<file path="src/rtl/add_serial_n.sv">
// -----------------------------------------------------------------------------
// add_serial_n
// Multi-cycle adder/subtractor. Two WIDTH-bit operands are combined DIGIT bits
// per clock, LSB digit first, with the carry held in a register between
// digits, so a WIDTH-bit operation takes N = WIDTH/DIGIT compute cycles.
// One operation is in flight at a time; operands come in and results go out
// through valid/ready handshakes.
//
// Ports:
//   clk        rising-edge clock
//   rst_n      asynchronous active-low reset
//   in_valid   operand set presented
//   in_ready   block is idle and can accept operands
//   a, b       WIDTH-bit operands (unsigned or two's complement)
//   cin        carry-in (add) / borrow-in (subtract)
//   sub        0: a + b + cin, 1: a - b - cin
//   out_valid  result available
//   out_ready  consumer accepts result
//   result     sum/difference modulo 2^WIDTH
//   cout       carry out of MSB (subtract: 1 = no borrow)
//   overflow   signed overflow (carry into MSB XOR carry out of MSB)
// -----------------------------------------------------------------------------
module add_serial_n #(
  parameter int WIDTH = 8,
  parameter int DIGIT = 1
) (
  input  logic             clk,
  input  logic             rst_n,
  input  logic             in_valid,
  output logic             in_ready,
  input  logic [WIDTH-1:0] a,
  input  logic [WIDTH-1:0] b,
  input  logic             cin,
  input  logic             sub,
  output logic             out_valid,
  input  logic             out_ready,
  output logic [WIDTH-1:0] result,
  output logic             cout,
  output logic             overflow
);

  localparam int N  = WIDTH / DIGIT;
  localparam int CW = (N > 1) ? $clog2(N) : 1;
  localparam int IW = $clog2(WIDTH);

  // Reject parameter sets that cannot be split into whole digits.
  if ((WIDTH < 2) || (DIGIT < 1) || ((WIDTH % DIGIT) != 0)) begin : g_param_err
    $error("add_serial_n: WIDTH must be >= 2 and a multiple of DIGIT");
  end

  typedef enum logic [1:0] {
    S_IDLE = 2'b00,
    S_RUN  = 2'b01,
    S_DONE = 2'b10
  } state_t;

  state_t           r_state;
  logic [CW-1:0]    r_cnt;
  logic             r_carry;
  logic [WIDTH-1:0] r_a;
  logic [WIDTH-1:0] r_b;
  logic [WIDTH-1:0] r_work;
  logic [WIDTH-1:0] r_result;
  logic             r_cout;
  logic             r_overflow;

  logic [IW-1:0]    w_base;
  logic [DIGIT-1:0] w_a_dig;
  logic [DIGIT-1:0] w_b_dig;
  logic [DIGIT:0]   w_sum;
  logic             w_c_into_msb;
  logic             w_last;
  logic [WIDTH-1:0] w_work_next;

  // Products stay below WIDTH for every legal cnt, so IW-bit arithmetic is exact.
  assign w_base  = IW'(r_cnt) * IW'(DIGIT);
  assign w_a_dig = r_a[w_base +: DIGIT];
  assign w_b_dig = r_b[w_base +: DIGIT];
  assign w_sum   = {1'b0, w_a_dig} + {1'b0, w_b_dig} + {{DIGIT{1'b0}}, r_carry};
  assign w_last  = (r_cnt == CW'(N - 1));

  // Carry into the digit MSB recovered from the sum bit: s = a ^ b ^ c.
  assign w_c_into_msb = w_a_dig[DIGIT-1] ^ w_b_dig[DIGIT-1] ^ w_sum[DIGIT-1];

  // Working register with the current digit merged in.
  always_comb begin
    w_work_next = r_work;
    w_work_next[w_base +: DIGIT] = w_sum[DIGIT-1:0];
  end

  // Control FSM, operand capture and digit-serial datapath.
  always_ff @(posedge clk or negedge rst_n) begin
    if (!rst_n) begin
      r_state    <= S_IDLE;
      r_cnt      <= {CW{1'b0}};
      r_carry    <= 1'b0;
      r_a        <= {WIDTH{1'b0}};
      r_b        <= {WIDTH{1'b0}};
      r_work     <= {WIDTH{1'b0}};
      r_result   <= {WIDTH{1'b0}};
      r_cout     <= 1'b0;
      r_overflow <= 1'b0;
    end else begin
      case (r_state)
        S_IDLE: begin
          if (in_valid) begin
            // Subtract as a + ~b + ~cin so the same adder handles both modes.
            r_a     <= a;
            r_b     <= sub ? ~b : b;
            r_carry <= sub ? ~cin : cin;
            r_cnt   <= {CW{1'b0}};
            r_state <= S_RUN;
          end else begin
            r_state <= S_IDLE;
          end
        end
        S_RUN: begin
          r_work  <= w_work_next;
          r_carry <= w_sum[DIGIT];
          if (w_last) begin
            r_result   <= w_work_next;
            r_cout     <= w_sum[DIGIT];
            r_overflow <= w_c_into_msb ^ w_sum[DIGIT];
            r_state    <= S_DONE;
          end else begin
            r_cnt <= r_cnt + CW'(1);
          end
        end
        S_DONE: begin
          if (out_ready) begin
            r_state <= S_IDLE;
          end else begin
            r_state <= S_DONE;
          end
        end
        default: begin
          r_state <= S_IDLE;
        end
      endcase
    end
  end

  assign in_ready  = (r_state == S_IDLE);
  assign out_valid = (r_state == S_DONE);
  assign result    = r_result;
  assign cout      = r_cout;
  assign overflow  = r_overflow;

endmodule

</file>
<file path="config.mk">
export PLATFORM = sky130hd
export DESIGN_NAME = add_serial_n
export DESIGN_NICKNAME = d
export VERILOG_FILES = /design/src/rtl/add_serial_n.sv
export SDC_FILE = /design/constraint.sdc
export NUM_CORES = 1
export LEC_CHECK = 0
export CAP_MARGIN = 20
export CORE_ASPECT_RATIO = 0.8
export CORE_MARGIN = 2
export CORE_UTILIZATION = 61
export CTS_BUF_LIST = sky130_fd_sc_hd__clkbuf_2
export DETAILED_ROUTE_END_ITERATION = 10
export DONT_BUFFER_PORTS = 1
export GPL_TIMING_DRIVEN = 0
export PLACE_DENSITY = 0.77
export SLEW_MARGIN = 20
export SYNTH_ARGS = -nofsm -noshare
export SYNTH_HDL_FRONTEND = slang
export SYNTH_SLANG_ARGS = --single-unit
</file>
<file path="constraint.sdc">
create_clock -name clk -period 3 [get_ports clk]
set_input_delay 0.6 -clock clk [delete_from_list [all_inputs] [get_ports clk]]
set_output_delay 0.6 -clock clk [all_outputs]
set_load 0.02 [all_outputs]
</file>
# After elaboration in Yosys (flattened, before gate mapping)
# Index checks and enable logic that the tools add are counted.
totals:
  out_inout_bits: 12
  inputBits: 22
  reg_bits: 40
op_classes:
  mux: 12
  shift: 4
  n_bitwise: 5
  addsub: 4
  n_reduce_logical: 6
  eq_ne: 6
op_table:
  columns: ["op", "n"]
  rows:
  - ["indexed part select 8 x 4 -> 1 bit", 2]
  - ["bitwise mux 8 bit", 1]
  - ["2-to-1 mux 8 bit", 1]
  - ["NOT 8 bit", 1]
  - ["variable shift 1 x 5 -> 8 bit (first input constant)", 1]
  - ["indexed part select 1 x 5 -> 8 bit", 1]
  - ["2-to-1 mux 3 bit", 2]
  - ["inequality test 2 bit (second input constant)", 3]
  - ["one-hot mux 2 bit (3 select lines)", 1]
  - ["one-hot mux 3 bit (2 select lines)", 1]
  - ["AND reduction 2 bit", 3]
  - ["negator 3 -> 5 bit", 1]
  - ["2-to-1 mux 2 bit", 2]
  - ["adder 3 x 1 -> 3 bit (second input constant)", 1]
  - ["equality test 3 bit (second input constant)", 1]
  - ["2-to-1 mux 1 bit", 3]
  - ["AND reduction 3 bit", 1]
  - ["bitwise XOR 1 bit", 3]
  - ["adder 1 x 1 -> 2 bit", 1]
  - ["adder 2 x 1 -> 2 bit", 1]
  - ["equality test 2 x 1 -> 1 bit (second input constant)", 1]
  - ["equality test 2 bit (second input constant)", 1]
  - ["zero test 2 bit", 1]
  - ["one-hot mux 1 bit (2 select lines)", 1]
  - ["2 further kinds", 2]

# Logic depth before layout (Yosys ltp)
depth:
  depth_word: 5
  depth_mapped: 9

# Worst setup path after synthesis
# Ideal clock, no wire load.
synth_timing:
  kind: "flip-flop to flip-flop"
  from: "register r_cnt[0]"
  to: "register r_work[2]"
  setup_slack_ns: 0.617
  setup_ns: 0.127
  path_stages_with_launch: 7
  path_buffers: 2
  t_arrival_ns: 2.256
  period_less_slack_ns: 2.383
  cell_sequence: "dfrtp_1 buf_6 mux4_2 mux2_4 fa_1 clkbuf_1 mux2_1"
synth_between:
  elab_chain_cells: 5
  elab_cells_between_ends: 8
  classes_between: "3 x add/sub; 4 x shift; 1 x mux"
synth_lines:
  columns: ["item", "line_no", "text"]
  rows:
  - ["start, declared", "58", "logic [CW-1:0] r_cnt;"]
  - ["start signal, assigned", "95", "r_cnt <= {CW{1'b0}};"]
  - ["start signal, assigned", "111", "r_cnt <= {CW{1'b0}};"]
  - ["start signal, assigned", "126", "r_cnt <= r_cnt + CW'(1);"]
  - ["indexed part select 8 x 4 -> 1 bit, on equally long branches", "77, 78", null]
  - ["adder 1 x 1 -> 2 bit", "79", "assign w_sum = {1'b0, w_a_dig} + {1'b0, w_b_dig} + {{DIGIT{1'b0}}, r_carry};"]
  - ["adder 2 x 1 -> 2 bit", "79", null]
  - ["indexed part select 1 x 5 -> 8 bit", "88", "w_work_next[w_base +: DIGIT] = w_sum[DIGIT-1:0];"]
  - ["bitwise mux 8 bit (*)", "88", null]
  - ["end signal, assigned", "99", "r_work <= {WIDTH{1'b0}};"]
  - ["end signal, assigned", "118", "r_work <= w_work_next;"]
  - ["end, declared", "62", "logic [WIDTH-1:0] r_work;"]
# Every way passes the cells marked *; elsewhere a longest branch is shown, timed or not.
# A chain may end at the register's enable or synchronous reset.

# Worst setup path after layout
layout_timing:
  from: "register r_cnt[0]"
  to: "register r_result[4], in the netlist result[4]"
layout_between:
  elab_chain_cells: 5
  elab_cells_between_ends: 10
  classes_between: "3 x add/sub; 1 x eq/ne; 4 x shift; 1 x mux; 1 x reduce/logical"
layout_lines:
  columns: ["item", "line_no", "text"]
  rows:
  - ["indexed part select 8 x 4 -> 1 bit, on equally long branches", "77, 78", null]
  - ["adder 1 x 1 -> 2 bit", "79", null]
  - ["adder 2 x 1 -> 2 bit", "79", null]
  - ["indexed part select 1 x 5 -> 8 bit", "88", null]
  - ["bitwise mux 8 bit", "88", null]
  - ["end signal, assigned", "100", "r_result <= {WIDTH{1'b0}};"]
  - ["end signal, assigned", "121", "r_result <= w_work_next;"]
  - ["end, declared", "63", "logic [WIDTH-1:0] r_result;"]
# Parallel ways exist; a longest one is shown, timed or not.

==> implementation parameters <==
Parameter                              Value

Detailed routing
  Avg Vias per Cell    5.87
  Routed met1 length    1680 um
  Iteration-0 DRC count of the detailed router    about 90
  DR vias    between 1,000 and 1,500
  Antenna violation net count after detailed routing    0
  Top routing layer in use    met4
  Final routed DRC violation total    0
  Total wirelength of the detailed-routed design    ~3600 um
  First-pass DRT Iterations    4
  Detail Route met3 WL    234 um
  Detailed route wirelength on metal2    about 1600 um
  Routed WL per cell    approximately 16 um

Synthesis
  Main area contributors after synthesis    sky130_fd_sc_hd__dfrtp_1, sky130_fd_sc_hd__mux2_2, sky130_fd_sc_hd__xnor2_1
  Count of warnings emitted by yosys    0
  Synth Area in Adders    just over 4%
  Post-Synth XOR/XNOR Area    under 10%
  Count of unique library cells instantiated by Yosys    29
  Fraction of synthesized area in multiplexers    about a fifth
  Post-synthesis simple-gate area fraction    12.6%
  Synth Instances    ~180
  Post-synthesis register bit count    40
  Net count of the mapped netlist    207
  Total standard cell area after synthesis    about 0.0020 mm2
  Sequential share of the synthesized area    49.8%
  Largest family of logic cells by synthesized area    multiplexers
  Post-synthesis compound-gate area fraction    under 10%
  Most area-hungry cell type in the Yosys netlist    sky130_fd_sc_hd__dfrtp_1
  Portion of synthesized cell area occupied by the leading cell type    between 40% and 50%
  Syn avg cell area    ~11 um2

Clocking
  Buffers inserted by post-CTS timing repair    0
  Number of H-tree levels    2
  Cells resized by post-CTS repair    0
  Max Root-Sink Buffers    2
  Post-cts hold buffer count    2
  CTS Buf Count    5
  CTS tree    yes
  Later-pin clock latency in the skew report    410 ps
  # clock sinks    40
  Root Driver    sky130_fd_sc_hd__clkbuf_2
  Clock slew at the register clock pins of the worst setup and hold paths    ~180 ps

Timing
  Highest achievable clock rate    0.356 GHz
  Clk_skew    between 20 and 25 ps
  Setup repair after global routing missed its margin    false
  Setup-violating endpoint count in the final report    0
  Hold Violations, Final    0
  Relative slew slack    61.7%
  Count of pins over their slew limit    0
  Final period utilization    93.6%
  Worst-case hold slack    about 290 ps
  Tmin final    roughly 2800 ps
  Actual transition at the worst max-transition pin    575 ps
  Final setup margin    between 150 and 200 ps
  Summed negative setup slack over all endpoints    0 ps

Floorplanning
  Std-Cell Rows    18
  # IOs    34
  Core region area    between 0.003 and 0.004 mm2
  Die Y-Extent    ~55 um
  Chip Width    slightly below 70 um
  Die area    between 0.003 and 0.004 mm2
  Initial Util    64.6%

Global routing
  Antenna violations before repair    0
  Maximum number of pins on one net before global-route repair    41
  Vias in the first global route    about 1,400
  Overflow after GRT    0
  Wire length of the first global-routing pass    6240 um
  Global router's overall resource usage    approximately 22%

Layout
  Area taken by multi-input logic gates    around 950 um2
  Register area    0.00100 mm2
  Number of diodes added for antenna fixing    0
  Fin cells    between 200 and 250
  Final instance area    roughly 0.0021 mm2
  Fraction of the core area covered by cells at the end of the flow    between 60 and 70%
  Count of filler cells inserted in the layout    250
  Number of nets in the finished design    216
  Area grow syn2layout    5.92%
  Commonest non-fill, non-tap cell in the layout    sky130_fd_sc_hd__dfrtp_1
  Layout cells sized above 1    between 10% and 20%
  Leading cell types in the layout, fill and taps excluded    sky130_fd_sc_hd__dfrtp_1, sky130_fd_sc_hd__nand2_1, sky130_fd_sc_hd__mux2_2

Place
  Area of placed instances    ~0.002 mm2
  Weighted congestion reported at the end of routability-driven placement    ~0.83
  Estimated wirelength of the detail-placed design    about 2600 um
  Quantity of I/O buffers inserted on ports    0
  Worst slack at placement    roughly 270 ps
  Number of cells in the design after placement    219

Setup path
  Reg2Reg Setup Slack    190 ps
  Classification of the worst setup path    reg2reg
  Arrival time of the worst setup path    3130 ps
  Largest fanout on the critical path    10
  Crit path launch type    flop
  Required time reported for the critical path endpoint    approximately 3300 ps
  Crit path capture type    flop

Worst hold path
  Worst hold path type    in2reg

Power and ir drop
  P per Cell Area    about 1300 mW/mm2
  Design Power    2.72 mW
  Peak supply drop    roughly 0.66 mV
  Static leakage power    0.943 nW

Run
  Max-Cap Viols    0

Status
  Outcome    complete, no violations
-- synthesized netlist by cell type (all sizes together) --
cell type,number
buf,2
nor3b,2
nor2,14
clkbuf,7
o21ai,12
nand2,20
mux2,19
dfrtp,40
nor3,2
fa,1
nand2b,4
a21oi,8
ha,5
or2,1
nor2b,3
and3,2
nor4,2
xnor2,11
a22o,2
inv,5
mux4,4
nand4,1
mux2i,8
nand3,4
-- registers in the layout, summed over array words and instances, names as in the netlist --
signal	flops
r_b	8
overflow	1
cout	1
r_a	8
r_work	8
r_carry	1
result	8
r_state	2
r_cnt	3
-- power breakdown --
part | switching [mW] | total, mW | internal (mW)
sequential | 0.239 | 1.03 | 0.794
clock | 0.167 | 0.229 | 0.0623
combinational | 0.798 | 1.46 | 0.664
total | 1.20 | 2.72 | 1.52
-- kinds of logic (layout without fill, tap and decap cells) --
group	Yosys count	after routing
mux	31	31
buf+inv	14	24
fa+ha+maj	6	6
flops	40	40
compound gates	22	22
simple gates	55	55
xor+xnor	11	11
-- layer usage --
layer | vias up | GRT usage (%)
met5 | - | 0
met4 | 0 | 10.3
met3 | 8 | 6.72
met2 | 45 | 33.6
met1 | 659 | 29.3
li1 | 633 | -
-- area by class of cell --
| type | count | share of cell area (%) |
|---|---|---|
| sequential | 40 | 47.1 |
| multi-input combinational | 125 | 44.5 |
| tap | 40 | 2.35 |
| buffer | 9 | 2.00 |
| clock buffer | 7 | 1.65 |
| timing repair buffer | 2 | 1.41 |
| inverter | 5 | 0.882 |
| clock inverter | 1 | 0.176 |
-- worst max-delay path, stage by stage (launching register included) --
cell	delay (ps)
sky130_fd_sc_hd__dfrtp_1	410
sky130_fd_sc_hd__buf_6	160
sky130_fd_sc_hd__mux4_2	510
sky130_fd_sc_hd__mux2_4	310
sky130_fd_sc_hd__fa_1	660
sky130_fd_sc_hd__clkbuf_1	340
sky130_fd_sc_hd__mux2i_1	160
sky130_fd_sc_hd__o21ai_0	180
-- path summary, 6_finish.rpt --
path | start | to | cells after the start
min in group asynchronous | rst_n | r_a[6] | 2
max | r_cnt[0] | result[4] | 7
max reg2reg | r_cnt[0] | result[4] | 7
max in group asynchronous | rst_n | result[6] | 2
min reg2reg | r_work[0] | r_work[0] | 2
min | out_ready | r_state[1] | 1
No activity file was read; power rests on OpenSTA's default activity.
